`config.mk`:
```
export PLATFORM = sky130hd
export DESIGN_NAME = ahb_req_arbiter_flat
export DESIGN_NICKNAME = d
export VERILOG_FILES = /design/src/rtl/ahb_req_arbiter_pkg.sv /design/src/rtl/ahb_req_arbiter_if.sv /design/src/rtl/ahb_req_arbiter_rr_arbiter3.sv /design/src/rtl/ahb_req_arbiter.sv /design/src/flat_wrapper.sv
export SDC_FILE = /design/constraint.sdc
export NUM_CORES = 1
export LEC_CHECK = 0
export ABC_AREA = 1
export BUFFER_PORTS_ARGS = -buffer_cell sky130_fd_sc_hd__buf_4
export CORE_AREA = 2 2 119 121
export DETAILED_ROUTE_END_ITERATION = 7
export DIE_AREA = 0 0 121 123
export PLACE_DENSITY_LB_ADDON = 0.1
export SLEW_MARGIN = 15
export SYNTH_ARGS = -nofsm -noshare
export SYNTH_HDL_FRONTEND = slang
export SYNTH_SLANG_ARGS = --single-unit
```
`constraint.sdc`:
```
create_clock -name HCLK -period 1.4 [get_ports HCLK]
set_input_delay 0.21 -clock HCLK [delete_from_list [all_inputs] [get_ports HCLK]]
set_output_delay 0.21 -clock HCLK [all_outputs]
set_load 0.05 [all_outputs]
```
`src/rtl/ahb_req_arbiter_pkg.sv`:
```
// Shared types and constants for the AHB request arbiter: transfer codes, FSM states,
// burst length and requester indices.
package ahb_req_arbiter_pkg;

  typedef enum logic [2:0] {
    XferNone   = 3'd0,
    XferIcache = 3'd1,
    XferDcache = 3'd2,
    XferPeriph = 3'd3
  } xfer_e;

  typedef enum logic [1:0] {
    StIdle,
    StIssue,
    StWait,
    StDone
  } state_e;

  localparam int unsigned BurstLen = 8;

  // Requester indices; also the bit positions in grant vectors.
  localparam logic [1:0] IdxI = 2'd0;
  localparam logic [1:0] IdxD = 2'd1;
  localparam logic [1:0] IdxP = 2'd2;

  function automatic xfer_e xfer_code(input logic [2:0] grant);
    xfer_e code;
    code = XferNone;
    unique case (1'b1)
      grant[0]: code = XferIcache;
      grant[1]: code = XferDcache;
      grant[2]: code = XferPeriph;
      default:  code = XferNone;
    endcase
    return code;
  endfunction

endpackage

```
`src/rtl/ahb_req_arbiter_if.sv`:
```
// Requester-side and AHB-master-side signals of the arbiter. The arbiter uses the slave
// view; the environment (requesters plus AHB master port) uses the master view.
interface ahb_req_arbiter_if;

  logic        ic_req;
  logic        dc_req;
  logic        pe_req;
  logic [31:0] ic_addr;
  logic [31:0] dc_addr;
  logic [31:0] pe_addr;
  logic        dc_write;
  logic        pe_write;
  logic [31:0] dc_wdata;
  logic [31:0] pe_wdata;
  logic        ic_ready;
  logic        dc_ready;
  logic        pe_ready;
  logic        ic_done;
  logic        dc_done;
  logic        pe_done;
  logic [31:0] rdata;
  logic        err;
  logic [31:0] m_addr;
  logic        m_write;
  logic [31:0] m_wdata;
  logic [2:0]  m_transfer;
  logic [31:0] m_rdata;
  logic        m_ready;

  modport slave (
    input  ic_req, dc_req, pe_req, ic_addr, dc_addr, pe_addr,
    input  dc_write, pe_write, dc_wdata, pe_wdata, m_rdata, m_ready,
    output ic_ready, dc_ready, pe_ready, ic_done, dc_done, pe_done,
    output rdata, err, m_addr, m_write, m_wdata, m_transfer
  );

  modport master (
    output ic_req, dc_req, pe_req, ic_addr, dc_addr, pe_addr,
    output dc_write, pe_write, dc_wdata, pe_wdata, m_rdata, m_ready,
    input  ic_ready, dc_ready, pe_ready, ic_done, dc_done, pe_done,
    input  rdata, err, m_addr, m_write, m_wdata, m_transfer
  );

endinterface

```
`src/rtl/ahb_req_arbiter_rr_arbiter3.sv`:
```
// Three-way round-robin selector: search starts at the requester after ptr (the last
// granted one) and wraps; grant is one-hot or zero when nothing requests.
module rr_arbiter3
  import ahb_req_arbiter_pkg::*;
(
  input  logic [2:0] req,
  input  logic [1:0] ptr,
  output logic [2:0] grant
);

  always_comb begin
    grant = 3'b000;
    case (ptr)
      IdxI: begin
        if      (req[1]) grant = 3'b010;
        else if (req[2]) grant = 3'b100;
        else if (req[0]) grant = 3'b001;
      end
      IdxD: begin
        if      (req[2]) grant = 3'b100;
        else if (req[0]) grant = 3'b001;
        else if (req[1]) grant = 3'b010;
      end
      default: begin
        if      (req[0]) grant = 3'b001;
        else if (req[1]) grant = 3'b010;
        else if (req[2]) grant = 3'b100;
      end
    endcase
  end

endmodule

```
`src/rtl/ahb_req_arbiter.sv`:
```
// Arbitrates I-cache, D-cache and peripheral-bridge requests onto one AHB master port,
// one transaction at a time, with a WAIT-state timeout that aborts with err.
module ahb_req_arbiter
  import ahb_req_arbiter_pkg::*;
#(
  parameter int unsigned TIMEOUT = 255
) (
  input logic              HCLK,
  input logic              HRESETn,
  ahb_req_arbiter_if.slave bus
);

  localparam logic [7:0] TmoLast   = 8'(TIMEOUT - 1);
  localparam logic [2:0] BeatLastI = 3'(BurstLen - 1);

  state_e      state_q, state_d;
  logic [2:0]  grant_q, grant_d;
  logic [1:0]  ptr_q, ptr_d;
  logic [31:0] addr_q, addr_d;
  logic [31:0] wdata_q, wdata_d;
  logic        write_q, write_d;
  logic        err_q, err_d;
  logic [2:0]  beat_q, beat_d;
  logic [7:0]  tmo_q, tmo_d;

  logic [2:0]  req_vec;
  logic [2:0]  rr_grant;
  logic [2:0]  ready_v;
  logic [2:0]  done_v;
  logic        last_beat;
  xfer_e       xfer;

  assign req_vec = {bus.pe_req, bus.dc_req, bus.ic_req};

  rr_arbiter3 u_rr (
    .req  (req_vec),
    .ptr  (ptr_q),
    .grant(rr_grant)
  );

  // Only the I-cache bursts; every other transfer is a single beat.
  assign last_beat = grant_q[0] ? (beat_q == BeatLastI) : 1'b1;

  always_comb begin
    state_d = state_q;
    grant_d = grant_q;
    ptr_d   = ptr_q;
    addr_d  = addr_q;
    wdata_d = wdata_q;
    write_d = write_q;
    err_d   = err_q;
    beat_d  = beat_q;
    tmo_d   = tmo_q;
    ready_v = 3'b000;
    done_v  = 3'b000;
    xfer    = XferNone;
    case (state_q)
      StIdle: begin
        if (|req_vec) begin
          grant_d = rr_grant;
          state_d = StIssue;
          if (rr_grant[0]) begin
            ptr_d   = IdxI;
            addr_d  = bus.ic_addr;
            write_d = 1'b0;
            wdata_d = '0;
          end else if (rr_grant[1]) begin
            ptr_d   = IdxD;
            addr_d  = bus.dc_addr;
            write_d = bus.dc_write;
            wdata_d = bus.dc_wdata;
          end else begin
            ptr_d   = IdxP;
            addr_d  = bus.pe_addr;
            write_d = bus.pe_write;
            wdata_d = bus.pe_wdata;
          end
        end
      end
      StIssue: begin
        xfer    = xfer_code(grant_q);
        beat_d  = '0;
        tmo_d   = '0;
        err_d   = 1'b0;
        state_d = StWait;
      end
      StWait: begin
        if (bus.m_ready) begin
          ready_v = grant_q;
          beat_d  = beat_q + 3'd1;
          tmo_d   = '0;
          if (last_beat) begin
            state_d = StDone;
            err_d   = 1'b0;
          end
        end else if (tmo_q == TmoLast) begin
          state_d = StDone;
          err_d   = 1'b1;
        end else begin
          tmo_d = tmo_q + 8'd1;
        end
      end
      StDone: begin
        done_v  = grant_q;
        state_d = StIdle;
      end
      default: state_d = StIdle;
    endcase
  end

  always_ff @(posedge HCLK or negedge HRESETn) begin
    if (!HRESETn) begin
      state_q <= StIdle;
      grant_q <= '0;
      ptr_q   <= IdxP;
      addr_q  <= '0;
      wdata_q <= '0;
      write_q <= 1'b0;
      err_q   <= 1'b0;
      beat_q  <= '0;
      tmo_q   <= '0;
    end else begin
      state_q <= state_d;
      grant_q <= grant_d;
      ptr_q   <= ptr_d;
      addr_q  <= addr_d;
      wdata_q <= wdata_d;
      write_q <= write_d;
      err_q   <= err_d;
      beat_q  <= beat_d;
      tmo_q   <= tmo_d;
    end
  end

  assign bus.ic_ready   = ready_v[0];
  assign bus.dc_ready   = ready_v[1];
  assign bus.pe_ready   = ready_v[2];
  assign bus.ic_done    = done_v[0];
  assign bus.dc_done    = done_v[1];
  assign bus.pe_done    = done_v[2];
  assign bus.err        = (state_q == StDone) & err_q;
  assign bus.rdata      = bus.m_rdata;
  assign bus.m_transfer = xfer;
  assign bus.m_addr     = addr_q;
  assign bus.m_write    = write_q;
  assign bus.m_wdata    = wdata_q;

endmodule
```
`src/flat_wrapper.sv`:
```
// flat-port wrapper written by rule: the top's interface ports become plain ports
module ahb_req_arbiter_flat import ahb_req_arbiter_pkg::*;
#(
  parameter int unsigned TIMEOUT = 255
)
  (HCLK, HRESETn, bus_ic_req, bus_dc_req, bus_pe_req, bus_ic_addr, bus_dc_addr, bus_pe_addr, bus_dc_write, bus_pe_write, bus_dc_wdata, bus_pe_wdata, bus_m_rdata, bus_m_ready, bus_ic_ready, bus_dc_ready, bus_pe_ready, bus_ic_done, bus_dc_done, bus_pe_done, bus_rdata, bus_err, bus_m_addr, bus_m_write, bus_m_wdata, bus_m_transfer);
  ahb_req_arbiter_if bus_i ();
  input logic HCLK;
  input logic HRESETn;
  input wire logic [$bits(bus_i.ic_req)-1:0] bus_ic_req;
  input wire logic [$bits(bus_i.dc_req)-1:0] bus_dc_req;
  input wire logic [$bits(bus_i.pe_req)-1:0] bus_pe_req;
  input wire logic [$bits(bus_i.ic_addr)-1:0] bus_ic_addr;
  input wire logic [$bits(bus_i.dc_addr)-1:0] bus_dc_addr;
  input wire logic [$bits(bus_i.pe_addr)-1:0] bus_pe_addr;
  input wire logic [$bits(bus_i.dc_write)-1:0] bus_dc_write;
  input wire logic [$bits(bus_i.pe_write)-1:0] bus_pe_write;
  input wire logic [$bits(bus_i.dc_wdata)-1:0] bus_dc_wdata;
  input wire logic [$bits(bus_i.pe_wdata)-1:0] bus_pe_wdata;
  input wire logic [$bits(bus_i.m_rdata)-1:0] bus_m_rdata;
  input wire logic [$bits(bus_i.m_ready)-1:0] bus_m_ready;
  output wire logic [$bits(bus_i.ic_ready)-1:0] bus_ic_ready;
  output wire logic [$bits(bus_i.dc_ready)-1:0] bus_dc_ready;
  output wire logic [$bits(bus_i.pe_ready)-1:0] bus_pe_ready;
  output wire logic [$bits(bus_i.ic_done)-1:0] bus_ic_done;
  output wire logic [$bits(bus_i.dc_done)-1:0] bus_dc_done;
  output wire logic [$bits(bus_i.pe_done)-1:0] bus_pe_done;
  output wire logic [$bits(bus_i.rdata)-1:0] bus_rdata;
  output wire logic [$bits(bus_i.err)-1:0] bus_err;
  output wire logic [$bits(bus_i.m_addr)-1:0] bus_m_addr;
  output wire logic [$bits(bus_i.m_write)-1:0] bus_m_write;
  output wire logic [$bits(bus_i.m_wdata)-1:0] bus_m_wdata;
  output wire logic [$bits(bus_i.m_transfer)-1:0] bus_m_transfer;
  assign bus_i.ic_req = bus_ic_req;
  assign bus_i.dc_req = bus_dc_req;
  assign bus_i.pe_req = bus_pe_req;
  assign bus_i.ic_addr = bus_ic_addr;
  assign bus_i.dc_addr = bus_dc_addr;
  assign bus_i.pe_addr = bus_pe_addr;
  assign bus_i.dc_write = bus_dc_write;
  assign bus_i.pe_write = bus_pe_write;
  assign bus_i.dc_wdata = bus_dc_wdata;
  assign bus_i.pe_wdata = bus_pe_wdata;
  assign bus_i.m_rdata = bus_m_rdata;
  assign bus_i.m_ready = bus_m_ready;
  assign bus_ic_ready = bus_i.ic_ready;
  assign bus_dc_ready = bus_i.dc_ready;
  assign bus_pe_ready = bus_i.pe_ready;
  assign bus_ic_done = bus_i.ic_done;
  assign bus_dc_done = bus_i.dc_done;
  assign bus_pe_done = bus_i.pe_done;
  assign bus_rdata = bus_i.rdata;
  assign bus_err = bus_i.err;
  assign bus_m_addr = bus_i.m_addr;
  assign bus_m_write = bus_i.m_write;
  assign bus_m_wdata = bus_i.m_wdata;
  assign bus_m_transfer = bus_i.m_transfer;
  ahb_req_arbiter #(.TIMEOUT(TIMEOUT)) u_core (.HCLK(HCLK), .HRESETn(HRESETn), .bus(bus_i));
endmodule
```
-- Yosys cells after proc, flatten, opt, wreduce, memory -nomap -nowiden
Cells that the tools add are included.
- register bits after elaboration: 84
- logic and storage cells: 70
- output and inout bits: 107
- reductions and logical operators: 9
- add/subtract/negate cells: 2
- mux-type cells: 38
- equal/unequal tests: 11
- bitwise logic cells: 1
- operators with widths (cell ; count):
    $mux W32 ; 4
    $mux W3 ; 11
    $mux W2 ; 8
    $mux W8 ; 2
    $pmux W8 S2 ; 1
    $pmux W3 S2 ; 2
    $add A8 B1 Y8 const B ; 1
    $eq A8 B8 Y1 const B ; 1
    $pmux W2 S4 ; 1
    $mux W1 ; 7
    $ne A3 B2 Y1 const B ; 2
    $pmux W2 S3 ; 1
    $reduce_and A2 Y1 ; 3
    $reduce_and A3 Y1 ; 2
    $eq A2 B1 Y1 const B ; 2
    $eq A2 B2 Y1 const B ; 2
    $logic_not A2 Y1 ; 2
    $add A3 B1 Y3 const B ; 1
    $eq A3 B3 Y1 const B ; 1
    $ne A3 B3 Y1 const B ; 1
    $reduce_or A3 Y1 ; 1
    $ne A2 B1 Y1 const B ; 1
    $ne A2 B2 Y1 const B ; 1
    $pmux W1 S2 ; 1
    2 further kinds ; 2

-- Depth between registers and ports, before layout
Gate-level depths: netlist of the first run.
- depth after elaboration: 6
- gate-level depth with buffers: 11
- gate-level depth less buffers: 10

-- By module
A second synthesis of the first run with hierarchy kept.
- cells, all modules: 623
- area, all modules: 4874.7 um2
- modules (own cells, without submodules) (module ; times used ; area each (um2) ; cells each):
    ahb_req_arbiter ; 1 ; 4795.8 ; 608
    rr_arbiter3 ; 1 ; 78.8 ; 15

-- Worst setup path after synthesis of the first run
OpenSTA, ideal clock, no wires.
- kind: register to output
- start: register u_core.state_q[0]
- end: output port bus_dc_ready
- path slack: -0.276 ns
- arrival time: 1.466 ns
- stages on the path, launching flop included: 5
- required time: 1.190 ns
- cells stage by stage: dfrtp_1 -> inv_1 -> ha_1 -> nand2_1 -> nor2_1
- cells in the longest elaborated chain, start to end: 2
- ends and longest elaborated chain (element ; RTL line ; source):
    start: declaration ; ahb_req_arbiter.sv:16 ; state_e state_q, state_d;
    start signal: assignment ; ahb_req_arbiter.sv:113 ; state_q <= StIdle;
    start signal: assignment ; ahb_req_arbiter.sv:123 ; state_q <= state_d;
    $eq A2 B2 Y1 ; ahb_req_arbiter.sv:57 ; case (state_q)
    $mux W3 ; ahb_req_arbiter.sv:57 ;
    end: declaration ; flat_wrapper.sv:23 ; output wire logic [$bits(bus_i.dc_ready)-1:0] bus_dc_ready;
Every way passes these cells.

-- Final worst setup path of the first run
- start: register u_core.state_q[1]
- end: output port bus_dc_ready
Same word-level chain as after synthesis.

==> summary.md, run 1 <==
| Metric | Value |
|---|---|
| Status | complete, but fails checks |
| Violated checks | negative setup slack |
| Half-perimeter wire length of the detailed placement result | 12700 µm |
| Maximum number of pins on one net before global-route repair | 36 |
| Initial antenna violation count | 0 |
| GRT Util Overall | roughly a quarter |
| Drt pass-1 iters | 5 |
| Type of the tightest min-delay check | in2reg |
| TritonCTS clock tree | yes |
| Synth Area per Inst | approximately 7.0 µm² |
| Total Die Area | around 0.015 mm² |
| Per-cell routed wire length | ~17 µm |
| Setup Crit Path Kind | reg2out |
| Final Skew | 0.00990 ns |
| Initial core utilization | approximately 37% |
| Insertion delay to the later sink of the worst-skew pair | 0.34 ns |
| Antenna cell count | 0 |
| Top cells by area, synth | sky130_fd_sc_hd__dfrtp_1 (41%), sky130_fd_sc_hd__nand2_1 (20%), sky130_fd_sc_hd__nand3_1 (14%) |
| Count of antenna-violating nets left after detailed routing | 0 |
| Fmax | about 0.6 GHz |
| Share of async-settable or async-resettable flops after synthesis | 100% |
| Number of distinct library cell variants in the gate-level netlist after synthesis | 22 |
| Flip-flop and latch count after synthesis | between 80 and 90 |
| Most common cell in the synthesized netlist | sky130_fd_sc_hd__nand2_1 |
| Post-synth top area share | between 40% and 50% |
| Total of warnings raised by yosys | 0 |
| Kind of start point of the critical path | flop |
| Number of levels the H-tree was split into | 3 |
| Setup-violating endpoint count in the final report | 90 |
| Worst supply voltage drop on vdd | ~0.0013 V |
| Site row count | 43 |
| Post-Synthesis Cell Area | slightly above 0.005 mm² |
| Maximum fanout count along the critical path | 4 |
| Final weighted congestion in routability-driven placement | between 0.8 and 0.9 |
| Final worst hold slack | around 0.096 ns |
| Bufs on Longest Clock Path | 2 |
| Wire length after detailed routing | between 15000 and 20000 µm |
| Sink count of the clock tree | 84 |
| Fraction of final layout cells with drive strength greater than 1 | ~47% |
| Area of the placeable core | roughly 0.014 mm² |
| Height of the die | 123 µm |
| Total vias in the final route | between 5000 and 6000 |
| Buffers on Ports | ~240 |
| Arrival @ worst endpoint | around 1.5 ns |
| Post-route clock period utilization | 119% |
| Crit path capture type | output pin |
| Number of top-level design ports | 307 |
| Required time of the critical path | approximately 1.2 ns |
| Average vias per placed instance | between 5 and 6 |
| CTS clk-pin slew, worst paths | 0.07 ns |
| Number of inserted filler cells in the final layout | approximately 1100 |
| Clock period minus final worst setup slack | approximately 1.7 ns |
| Detailed Route Iter0 Violations | between 300 and 400 |
| Leading area contributor after synthesis | sky130_fd_sc_hd__dfrtp_1 |
| CTS buffer count | 9 |
| Total number of nets in the final design | about 1200 |
| Die Width | 121 µm |
| Static leakage power | 4.65 nW |
| Number of remaining DRC errors | 0 |
| First-pass GRT wire length | 27800 µm |
| Sequential cell area fraction in the yosys report | around two fifths |
| Cell at the root of the clock tree | sky130_fd_sc_hd__clkbuf_16 |
| Most instantiated cells after synthesis | sky130_fd_sc_hd__nand2_1 (266), sky130_fd_sc_hd__nand3_1 (144), sky130_fd_sc_hd__dfrtp_1 (83) |
| Fin cells | around 1200 |
| Final Hold Violating Endpoints | 0 |
| Pwr Density | ~2500 mW/mm² |
| Worst setup slack after layout | -0.267 ns |
| Setup repair after global routing missed its margin | yes |
| Net count after synthesis | slightly above 900 |
| Area Growth Syn to Fin | 74.7% |
| Count of flip-flops with a built-in enable after synthesis | 0 |
| Vias in the first global route | between 5000 and 6000 |
| Final Slew Violations | 0 |
| Cell count after synthesis | between 700 and 800 |
| Max-cap violation count | 0 |
| Aggregate global routing overflow | 0 |
| Placed insts | roughly 1100 |
| Synth Flop Type | sky130_fd_sc_hd__dfrtp_1 |
==> layout make-up <==
class | instances | area (µm²) | area share, %
repair buffers | 330 | 3100 | 35.1
well taps | 180 | 225 | 2.55
inverters | 64 | 268 | 3.04
clock inverters | 5 | 60.1 | 0.681
clock buffers | 11 | 253 | 2.87
multi-input cells | 495 | 2820 | 31.9
flip-flops and latches | 84 | 2100 | 23.8
==> metrics by stage <==
| step | TNS (ns) | total power [W] | area, µm² | utilization, % | worst slack [ns] |
|---|---|---|---|---|---|
| floorplan | -4.99 | 0.0118 | 5150 | - | -0.211 |
| global placement | -7.81 | 0.0155 | 7250 | 53.3 | -0.177 |
| detailed placement | -12.19 | 0.0157 | 7250 | 53.3 | -0.236 |
| CTS | -16.11 | 0.0208 | 8440 | 62.0 | -0.238 |
| global route | -23.28 | 0.0231 | 8820 | 64.8 | -0.330 |
| finish | -17.66 | 0.0219 | 8820 | 64.8 | -0.267 |
==> final timing paths <==
path | startpoint | to | slack (ns) | cells after the start
hold / removal | bus_dc_wdata[25] | u_core.bus.m_wdata[25]$_DFFE_PN0P_ | 0.1 | 3
setup / recovery | u_core.state_q[1]$_DFFE_PN0P_ | bus_dc_ready | -0.27 | 6
max in group asynchronous | HRESETn | u_core.bus.m_wdata[8]$_DFFE_PN0P_ | 0.53 | 3
hold reg to reg | u_core.bus.m_write$_DFFE_PN0P_ | u_core.bus.m_write$_DFFE_PN0P_ | 0.50 | 2
min in group asynchronous | HRESETn | u_core.bus.m_wdata[19]$_DFFE_PN0P_ | 0.32 | 2
setup reg to reg | u_core.state_q[0]$_DFFE_PN0P_ | u_core.bus.m_addr[23]$_DFFE_PN0P_ | -0.25 | 11
==> per-layer routing <==
metal  routed length (µm)  track usage (%)
met1                 7260             27.6
met2                10100             43.1
met3                 1620             5.77
met4                  364             7.49
met5                    0                0
==> power by group <==
group | switching (W) | internal [W]
logic | 0.00900 | 0.00620
registers | 0.000671 | 0.00352
clock network | 0.000988 | 0.00148
total | 0.0107 | 0.0112
==> cells by family after synthesis <==
family / after synthesis / share of synthesized area [%]
other: 1 / 0.0743
adders and majority gates: 8 / 1.98
DFF: 84 / 41.7
and+or+nand+nor: 463 / 39.8
AOI/OAI and AO/OA: 21 / 2.33
xor gates and xnor gates: 2 / 0.347
buffers and inverters: 141 / 13.8
==> sequential cells by signal, indices dropped and copies added, names as in the netlist <==
signal	flops
u_core.bus.m_addr	32
u_core.grant_q	3
u_core.bus.m_write	1
u_core.beat_q	3
u_core.tmo_q	8
u_core.err_q	1
u_core.bus.m_wdata	32
u_core.ptr_q	2
u_core.state_q	2
==> repair_timing <==
action / in CTS / in global routing
hold buffers: 1 / 0
gates cloned: 10 / 7
endpoints found under the setup margin: 93 / 93
hold endpoints to repair: 18 / 0
pin swaps: 32 / 33
resized for setup: 112 / 84
buffers inserted: 24 / 5
==> critical path, stage by stage (launching register included) <==
cell and delay, ns:
sky130_fd_sc_hd__dfrtp_1 0.40, sky130_fd_sc_hd__buf_6 0.14, sky130_fd_sc_hd__ha_4 0.16, sky130_fd_sc_hd__nand2_4 0.05, sky130_fd_sc_hd__buf_6 0.13, sky130_fd_sc_hd__nor2_4 0.08, sky130_fd_sc_hd__buf_6 0.16
==> cell usage in the layout (no fill, tap or decap), types with 8 or more instances in the layout <==
| master | Yosys | routed |
|---|---|---|
| sky130_fd_sc_hd__dfrtp_1 | 83 | 83 |
| sky130_fd_sc_hd__buf_12 | 0 | 20 |
| sky130_fd_sc_hd__nand4_1 | 35 | 35 |
| sky130_fd_sc_hd__nor2_1 | 15 | 10 |
| sky130_fd_sc_hd__nand3_1 | 144 | 93 |
| sky130_fd_sc_hd__nand2_1 | 266 | 232 |
| sky130_fd_sc_hd__nand2_4 | 0 | 10 |
| sky130_fd_sc_hd__clkbuf_16 | 0 | 15 |
| sky130_fd_sc_hd__o21ai_2 | 0 | 8 |
| sky130_fd_sc_hd__nand3_2 | 0 | 47 |
| sky130_fd_sc_hd__buf_6 | 0 | 22 |
| sky130_fd_sc_hd__inv_1 | 55 | 47 |
| sky130_fd_sc_hd__nand2_2 | 0 | 24 |
| sky130_fd_sc_hd__buf_4 | 35 | 269 |
(Power assumes the default switching activity.)
==> run 2: changes to the inputs <==
--- a/config.mk
+++ b/config.mk
@@ -5,11 +5,10 @@
 export SDC_FILE = /design/constraint.sdc
 export NUM_CORES = 1
 export LEC_CHECK = 0
-export ABC_AREA = 1
 export BUFFER_PORTS_ARGS = -buffer_cell sky130_fd_sc_hd__buf_4
-export CORE_AREA = 2 2 119 121
+export CORE_AREA = 2 2 120 122
 export DETAILED_ROUTE_END_ITERATION = 7
-export DIE_AREA = 0 0 121 123
+export DIE_AREA = 0 0 122 124
 export PLACE_DENSITY_LB_ADDON = 0.1
 export SLEW_MARGIN = 15
 export SYNTH_ARGS = -nofsm -noshare
==> summary.md, run 2 <==
| Metric | Value |
|---|---|
| Status | complete, but fails checks |
| Violated checks | negative setup slack |
| Area of the placeable core | 0.0137 mm² (+0.79%) |
| Total negative slack | -21.76 ns (-4.11 ns) |
| Site row count | 43 (unchanged) |
| Total number of nets in the final design | 854 (-28%) |
| Max transition margin | 65.9% |
| Leading area contributor after synthesis | sky130_fd_sc_hd__dfrtp_1 |
| Number of top-level design ports | 307 (unchanged) |
| Fmax | 0.578 GHz (-3.6%) |
| Setup Crit Path Kind | reg2reg |
| Slack of the worst reg-to-reg path | -0.33 ns (-0.08 ns) |
| Net count after synthesis | 601 (-35%) |
| Number of remaining DRC errors | 0 (unchanged) |
| Top cells by area, synth | sky130_fd_sc_hd__dfrtp_1 (48%), sky130_fd_sc_hd__a221o_1 (9.7%), sky130_fd_sc_hd__buf_4 (5.7%) |
| Count of flip-flops with a built-in enable after synthesis | 0 (unchanged) |
| Antenna cell count | 0 (unchanged) |
| Total Die Area | 0.0151 mm² (+1.6%) |
| Maximum fanout count along the critical path | 31 (+27) |
| FF-to-FF End | u_core.bus.m_wdata[20]$_DFFE_PN0P_ |
| Sequential cell area fraction in the yosys report | 48.4% (+6.7 points) |
| Most frequent cells in the layout | sky130_fd_sc_hd__buf_4 (271), sky130_fd_sc_hd__dfrtp_1 (82), sky130_fd_sc_hd__a221o_1 (42) |
| Area share of xor/xnor cells in the synthesized design | 0.806% (+0.46 points) |
| Detailed Route Iter0 Violations | 255 (-30%) |
| Most common cell in the synthesized netlist | sky130_fd_sc_hd__dfrtp_1 |
| Compound-gate portion of the synthesized area | 25.4% (+23 points) |
| Sequential fraction of design power | 23.6% (+4.4 points) |
| Number of distinct library cell variants in the gate-level netlist after synthesis | 46 (+110%) |
| Fraction of power consumed by the clock network | 14.8% (+3.5 points) |
| Final Slew Violations | 0 (unchanged) |
| Arrival @ worst endpoint | 1.95 ns (+0.49 ns) |
| Post-route cell area | 0.00744 mm² (-16%) |
| Post-synthesis share of cell area spent on and, or, nand and nor gates | 12.7% (-27 points) |
| Type of the tightest min-delay check | in2reg |
| Setup-violating endpoint count in the final report | 84 (-6.7%) |
| Worst setup slack after layout | -0.329 ns (-0.0623 ns) |
| Critical path buffers and inverters | 1 (-2) |
| Wire length after detailed routing | 15700 µm (-19%) |
| Min-delay src | bus_dc_addr[30] |
| Internal power consumption | 0.00954 W (-15%) |
| Slowest cell on the critical path | sky130_fd_sc_hd__dfstp_2 |
| Delay of the slowest cell on the worst path | 0.54 ns (+0.14 ns) |
| Cell at the root of the clock tree | sky130_fd_sc_hd__clkbuf_16 |
| Post-synth top area share | 47.8% (+6.6 points) |
| Proportion of power drawn by combinational gates | 61.6% (-7.9 points) |
| Multiplexer share of the synthesized area | 0.777% (+0.78 points) |
| Fraction of final layout cells with drive strength greater than 1 | 58.7% (+11 points) |
| Half-perimeter wire length of the detailed placement result | 11100 µm (-13%) |
| First-pass GRT wire length | 23400 µm (-16%) |
| Vias in the first global route | 4407 (-21%) |
| Required time of the critical path | 1.62 ns (+0.43 ns) |
| Insertion delay to the later sink of the worst-skew pair | 0.35 ns (about the same) |
| Initial antenna violation count | 0 (unchanged) |
| Cells traversed along the worst timing path | and2b_2 > a2bb2oi_4 > buf_12 > and3_1 > a221o_1 |
| Die Width | 122 µm (+0.83%) |
| TritonCTS clock tree | yes |
| Adder-cell share of the synthesized area | 2.30% (+0.32 points) |
| Pwr Density | 2360 mW/mm² (-4.6%) |
| Final Hold Violating Endpoints | 0 (unchanged) |
| Static leakage power | 3.63 nW (-22%) |
| Final Skew | 0.00558 ns (-0.00432 ns) |
| Average vias per placed instance | 5.18 (+3.1%) |
| CTS buffer count | 9 (unchanged) |
| R2r startpoint | u_core.ptr_q[1]$_DFFE_PN1P_ |
| FF/Latch Area | 0.00210 mm² (about the same) |
| Crit path capture type | flop |
| Buffers on Ports | 241 (unchanged) |
| Bufs on Longest Clock Path | 2 (unchanged) |
| Synth Flop Type | sky130_fd_sc_hd__dfrtp_1 |
| Hold path endpoint | u_core.bus.m_addr[30]$_DFFE_PN0P_ |
| Clock period minus final worst setup slack | 1.73 ns (+0.0623 ns) |
| Total vias in the final route | 4308 (-27%) |
| Per-cell routed wire length | 18.9 µm (+14%) |
| Sw Ratio | 45.8% (-3.0 points) |
| Worst supply voltage drop on vdd | 0.00102 V (-24%) |
| Number of cells traversed by the worst hold path | 2 (-1) |
| Number of levels the H-tree was split into | 3 (unchanged) |
| Post-Synthesis Cell Area | 0.00435 mm² (-14%) |
| Critical path origin | u_core.ptr_q[1]$_DFFE_PN1P_ |
| Flip-flop and latch count after synthesis | 84 (unchanged) |
| Share of async-settable or async-resettable flops after synthesis | 100% (unchanged) |
| Maximum number of pins on one net before global-route repair | 32 (-11%) |
| Multi-input logic area | 0.00219 mm² (-22%) |
| Kind of start point of the critical path | flop |
| Post-route clock period utilization | 124% (+4.4 points) |
| Initial core utilization | 31.7% (-5.4 points) |
| Placed cell areas | 0.00654 mm² (-9.8%) |
| Drt pass-1 iters | 4 (-1) |
| Count of antenna-violating nets left after detailed routing | 0 (unchanged) |
| Largest delay contributor family on the critical path | flip-flops |
| Depth of the worst register-to-register path | 5 (-6) |
| Total of warnings raised by yosys | 0 (unchanged) |
| GRT Util Overall | 20.2% (-3.6 points) |
| Height of the die | 124 µm (+0.81%) |
| CTS clk-pin slew, worst paths | 0.06 ns (about the same) |
| Synth Area per Inst | 11.1 µm² (+58%) |
| Final weighted congestion in routability-driven placement | 0.807 (-7.1%) |
| Cell count after synthesis | 393 (-45%) |
| Most common cell after layout, fill and taps aside | sky130_fd_sc_hd__buf_4 |
| Sink count of the clock tree | 84 (unchanged) |
| Aggregate global routing overflow | 0 (unchanged) |
| Area Growth Syn to Fin | 71.2% |
| Max-cap violation count | 0 (unchanged) |
| Main combinational cell family by area after synthesis | compound AO/OA/AOI/OAI gates |
| Least-Margin Pin Slew | 0.511 ns |
| Net Switching | 0.00806 W (-24%) |
| Most instantiated cells after synthesis | sky130_fd_sc_hd__dfrtp_1 (83), sky130_fd_sc_hd__a221o_1 (42), sky130_fd_sc_hd__and3_1 (38) |
| Number of inserted filler cells in the final layout | 1257 (+12%) |
| Setup repair after global routing missed its margin | yes |
[run 2: final cells by class]
| cell class | count | area share [%] |
|---|---|---|
| Clock buffer | 12 | 3.31 |
| Clock inverter | 4 | 0.975 |
| Inverter | 4 | 0.202 |
| Tap cell | 180 | 3.03 |
| Multi-Input combinational cell | 239 | 29.5 |
| Sequential cell | 84 | 28.3 |
| Timing Repair Buffer | 308 | 34.7 |
[run 2: per-stage QoR]
| step | std cells | hold slack [ns] | util, % | total power, W | worst slack, ns |
|---|---|---|---|---|---|
| 3_3_place_gp | 800 | 0.187 | 47.7 | 0.0139 | -0.350 |
| 6_report | 831 | 0.0655 | 54.2 | 0.0176 | -0.329 |
| 5_1_grt | 831 | 0.0664 | 54.2 | 0.0186 | -0.371 |
| 4_1_cts | 824 | 0.0538 | 52.7 | 0.0173 | -0.301 |
| 2_1_floorplan | 393 | -0.0856 | - | 0.0107 | -0.342 |
| 3_5_place_dp | 800 | 0.196 | 47.7 | 0.0140 | -0.356 |
[run 2: worst max-delay path by stage]
stage                                               to  slack (ns)  cells past startpoint
floorplan                u_core.state_q[1]$_DFFE_PN0P_       -0.34                      7
global placement    u_core.bus.m_wdata[22]$_DFFE_PN0P_       -0.35                      5
detailed placement   u_core.bus.m_wdata[4]$_DFFE_PN0P_       -0.36                      5
CTS                  u_core.bus.m_addr[13]$_DFFE_PN0P_       -0.30                      5
global route         u_core.bus.m_addr[21]$_DFFE_PN0P_       -0.37                      5
finish              u_core.bus.m_wdata[20]$_DFFE_PN0P_       -0.33                      5
[run 2: cells by family (layout without fill, tap and decap cells)]
logic type	after synthesis	in the layout
AOI/OAI and AO/OA	123	123
xor gates and xnor gates	4	4
adders and majority gates	8	8
buffers and inverters	70	328
DFF	84	84
muxes	3	3
other	1	1
and+or+nand+nor	100	100
[run 2: worst register-to-register path: stages, from the launching register on]
cell	delay, ns
sky130_fd_sc_hd__dfstp_2	0.54
sky130_fd_sc_hd__and2b_2	0.26
sky130_fd_sc_hd__a2bb2oi_4	0.17
sky130_fd_sc_hd__buf_12	0.17
sky130_fd_sc_hd__and3_1	0.21
sky130_fd_sc_hd__a221o_1	0.26
[run 2: repair_timing]
item	4_1_cts	5_1_grt
gates cloned	2	3
pin swaps	14	17
hold endpoints to repair	26	0
resized for setup	63	32
hold buffers	1	0
setup endpoints to repair	89	91
setup buffers	6	5
[run 2: power groups by stage]
stage                     sequential, W  clock (W)  combinational (W)
after floorplan                 0.00714          0            0.00352
after global placement          0.00414          0            0.00971
after detailed placement        0.00414          0            0.00986
after CTS                       0.00413    0.00268             0.0105
after global routing            0.00429    0.00277             0.0115
final                           0.00415    0.00260             0.0108
[run 2: routing by layer]
metal  up-vias  global-route usage (%)  part of all wire, %
li1       2005                       -                    -
met1      2091                    25.1                   41
met2       192                    33.0                   49
met3        20                    5.54                  8.3
met4         0                    8.69                  1.6
met5         -                       0                    0
==> run 3: changes to the inputs <==
--- a/config.mk
+++ b/config.mk
@@ -10,6 +10,7 @@
 export DETAILED_ROUTE_END_ITERATION = 7
 export DIE_AREA = 0 0 122 124
 export PLACE_DENSITY_LB_ADDON = 0.1
+export SKIP_LAST_GASP = 1
 export SLEW_MARGIN = 15
 export SYNTH_ARGS = -nofsm -noshare
 export SYNTH_HDL_FRONTEND = slang
==> summary.md, run 3 (synthesized netlist as in run 2, its figures left out) <==
| Metric | Value |
|---|---|
| Setup-violating endpoint count in the final report | 86 (+2.4%) |
| Initial core utilization | 31.7% (unchanged) |
| Final worst hold slack | 0.0681 ns (+0.00264 ns) |
| Final weighted congestion in routability-driven placement | 0.807 (unchanged) |
| Kind of start point of the critical path | flop |
| Pwr Density | 2380 mW/mm² (+0.56%) |
| Antenna cell count | 0 (unchanged) |
| Arrival @ worst endpoint | 1.95 ns (about the same) |
| Aggregate global routing overflow | 0 (unchanged) |
| Max transition margin | 66.0% (+0.071 points) |
| Cells traversed along the worst timing path | and2b_2 > a2bb2oi_4 > buf_12 > and3_1 > a221o_1 |
| CTS buffer count | 9 (unchanged) |
| Initial antenna violation count | 0 (unchanged) |
| Worst setup slack after layout | -0.326 ns (+0.00333 ns) |
| Setup Crit Path Kind | reg2reg |
| Number of top-level design ports | 307 (unchanged) |
| Placed cell areas | 0.00654 mm² (unchanged) |
| Die Width | 122 µm (unchanged) |
| Most common cell after layout, fill and taps aside | sky130_fd_sc_hd__buf_4 |
| GRT Util Overall | 20.2% (+0.039 points) |
| Critical path buffers and inverters | 1 (unchanged) |
| Status | complete, but fails checks |
| Per-cell routed wire length | 19.1 µm (+0.95%) |
| Max-cap violation count | 0 (unchanged) |
| Most frequent cells in the layout | sky130_fd_sc_hd__buf_4 (272), sky130_fd_sc_hd__dfrtp_1 (82), sky130_fd_sc_hd__a221o_1 (42) |
| Largest delay contributor family on the critical path | flip-flops |
| Type of the tightest min-delay check | in2reg |
| Violated checks | negative setup slack |
| Insertion delay to the later sink of the worst-skew pair | 0.35 ns (about the same) |
| Cell at the root of the clock tree | sky130_fd_sc_hd__clkbuf_16 |
| Area Growth Syn to Fin | 70.1% |
| Number of remaining DRC errors | 0 (unchanged) |
| Worst supply voltage drop on vdd | 0.00102 V (about the same) |
| Bufs on Longest Clock Path | 2 (unchanged) |
| Sink count of the clock tree | 84 (unchanged) |
| Final Skew | 0.00594 ns (+0.000364 ns) |
| Detailed Route Iter0 Violations | 251 (-1.6%) |
| Half-perimeter wire length of the detailed placement result | 11100 µm (unchanged) |
| Final core area utilization | 53.9% (-0.34 points) |
| First-pass GRT wire length | 23400 µm (about the same) |
| Maximum fanout count along the critical path | 31 (unchanged) |
| Post-route cell area | 0.00740 mm² (-0.62%) |
| Vias in the first global route | 4432 (+0.57%) |
| TritonCTS clock tree | yes |
| Clock period minus final worst setup slack | 1.73 ns (-0.00333 ns) |
| Placed insts | 800 (unchanged) |
| Total Die Area | 0.0151 mm² (unchanged) |
| Final Hold Violating Endpoints | 0 (unchanged) |
| Crit path capture type | flop |
| Total number of nets in the final design | 854 (unchanged) |
| CTS clk-pin slew, worst paths | 0.07 ns (about the same) |
| Site row count | 43 (unchanged) |
| Slowest cell on the critical path | sky130_fd_sc_hd__dfstp_2 |
| Drt pass-1 iters | 4 (unchanged) |
| Total vias in the final route | 4326 (+0.42%) |
| Height of the die | 124 µm (unchanged) |
| Fin cells | 831 (unchanged) |
| Buffers on Ports | 241 (unchanged) |
| Delay of the slowest cell on the worst path | 0.53 ns (about the same) |
| Setup repair after global routing missed its margin | yes |
| Total negative slack | -21.83 ns (-0.0678 ns) |
| Post-route clock period utilization | 123% (-0.24 points) |
| Fraction of final layout cells with drive strength greater than 1 | 58.5% (-0.15 points) |
| Final Slew Violations | 0 (unchanged) |
| Average vias per placed instance | 5.21 (+0.42%) |
| Wire length after detailed routing | 15900 µm (+0.95%) |
| Count of antenna-violating nets left after detailed routing | 0 (unchanged) |
| Area of the placeable core | 0.0137 mm² (unchanged) |
| Maximum number of pins on one net before global-route repair | 32 (unchanged) |
| Least-Margin Pin Slew | 0.510 ns (-0.00106 ns) |
| Required time of the critical path | 1.62 ns (about the same) |
| Number of levels the H-tree was split into | 3 (unchanged) |
| Fmax | 0.579 GHz (+0.19%) |
| Static leakage power | 3.62 nW (about the same) |
[run 3: power breakdown]
group / switching (W) / internal, W / total, W
Sequential: 0.000648 / 0.00350 / 0.00415
Combinational: 0.00643 / 0.00440 / 0.0108
Clock: 0.000998 / 0.00161 / 0.00261
[run 3: worst paths after layout]
check / cells past startpoint / endpoint / start / slack, ns
max in group asynchronous: 3 / u_core.bus.m_wdata[26]$_DFFE_PN0P_ / HRESETn / 0.51
hold reg to reg: 1 / u_core.bus.m_wdata[12]$_DFFE_PN0P_ / u_core.bus.m_wdata[12]$_DFFE_PN0P_ / 0.52
min in group asynchronous: 2 / u_core.tmo_q[5]$_DFFE_PN0P_ / HRESETn / 0.36
hold / removal: 2 / u_core.bus.m_addr[31]$_DFFE_PN0P_ / bus_dc_addr[31] / 0.07
setup / recovery: 5 / u_core.bus.m_wdata[20]$_DFFE_PN0P_ / u_core.ptr_q[1]$_DFFE_PN1P_ / -0.33
setup reg to reg: 5 / u_core.bus.m_wdata[20]$_DFFE_PN0P_ / u_core.ptr_q[1]$_DFFE_PN1P_ / -0.33
[run 3: per-stage QoR]
stage               worst slack [ns]  power, W
global route                  -0.372    0.0185
floorplan                     -0.342    0.0107
global placement              -0.350    0.0139
CTS                           -0.301    0.0173
detailed placement            -0.356    0.0140
finish                        -0.326    0.0176
[run 3: cell type report]
type                    count  area (µm²)
clock buffers              12         246
clock inverters             4        72.6
fillers                  1267        6320
inverters                   4        15.0
multi-input cells         239        2170
flip-flops and latches     84        2100
well taps                 180         225
repair buffers            308        2560
[run 3: per-layer routing]
| metal | up-vias | share of wire, % | track usage [%] |
|---|---|---|---|
| met5 | - | 0 | 0 |
| met4 | 0 | 1.9 | 8.48 |
| met3 | 26 | 8.5 | 5.77 |
| met2 | 200 | 49 | 33.2 |
| met1 | 2102 | 41 | 25.0 |
| li1 | 1998 | - | - |
[run 3: timing repair]
item,4_1_cts,5_1_grt
endpoints found under the setup margin,89,91
endpoints found under the hold margin,26,0
gates resized for setup,60,32
pin swaps,13,17
buffers inserted,6,7
hold buffers,1,0
gates cloned,2,3
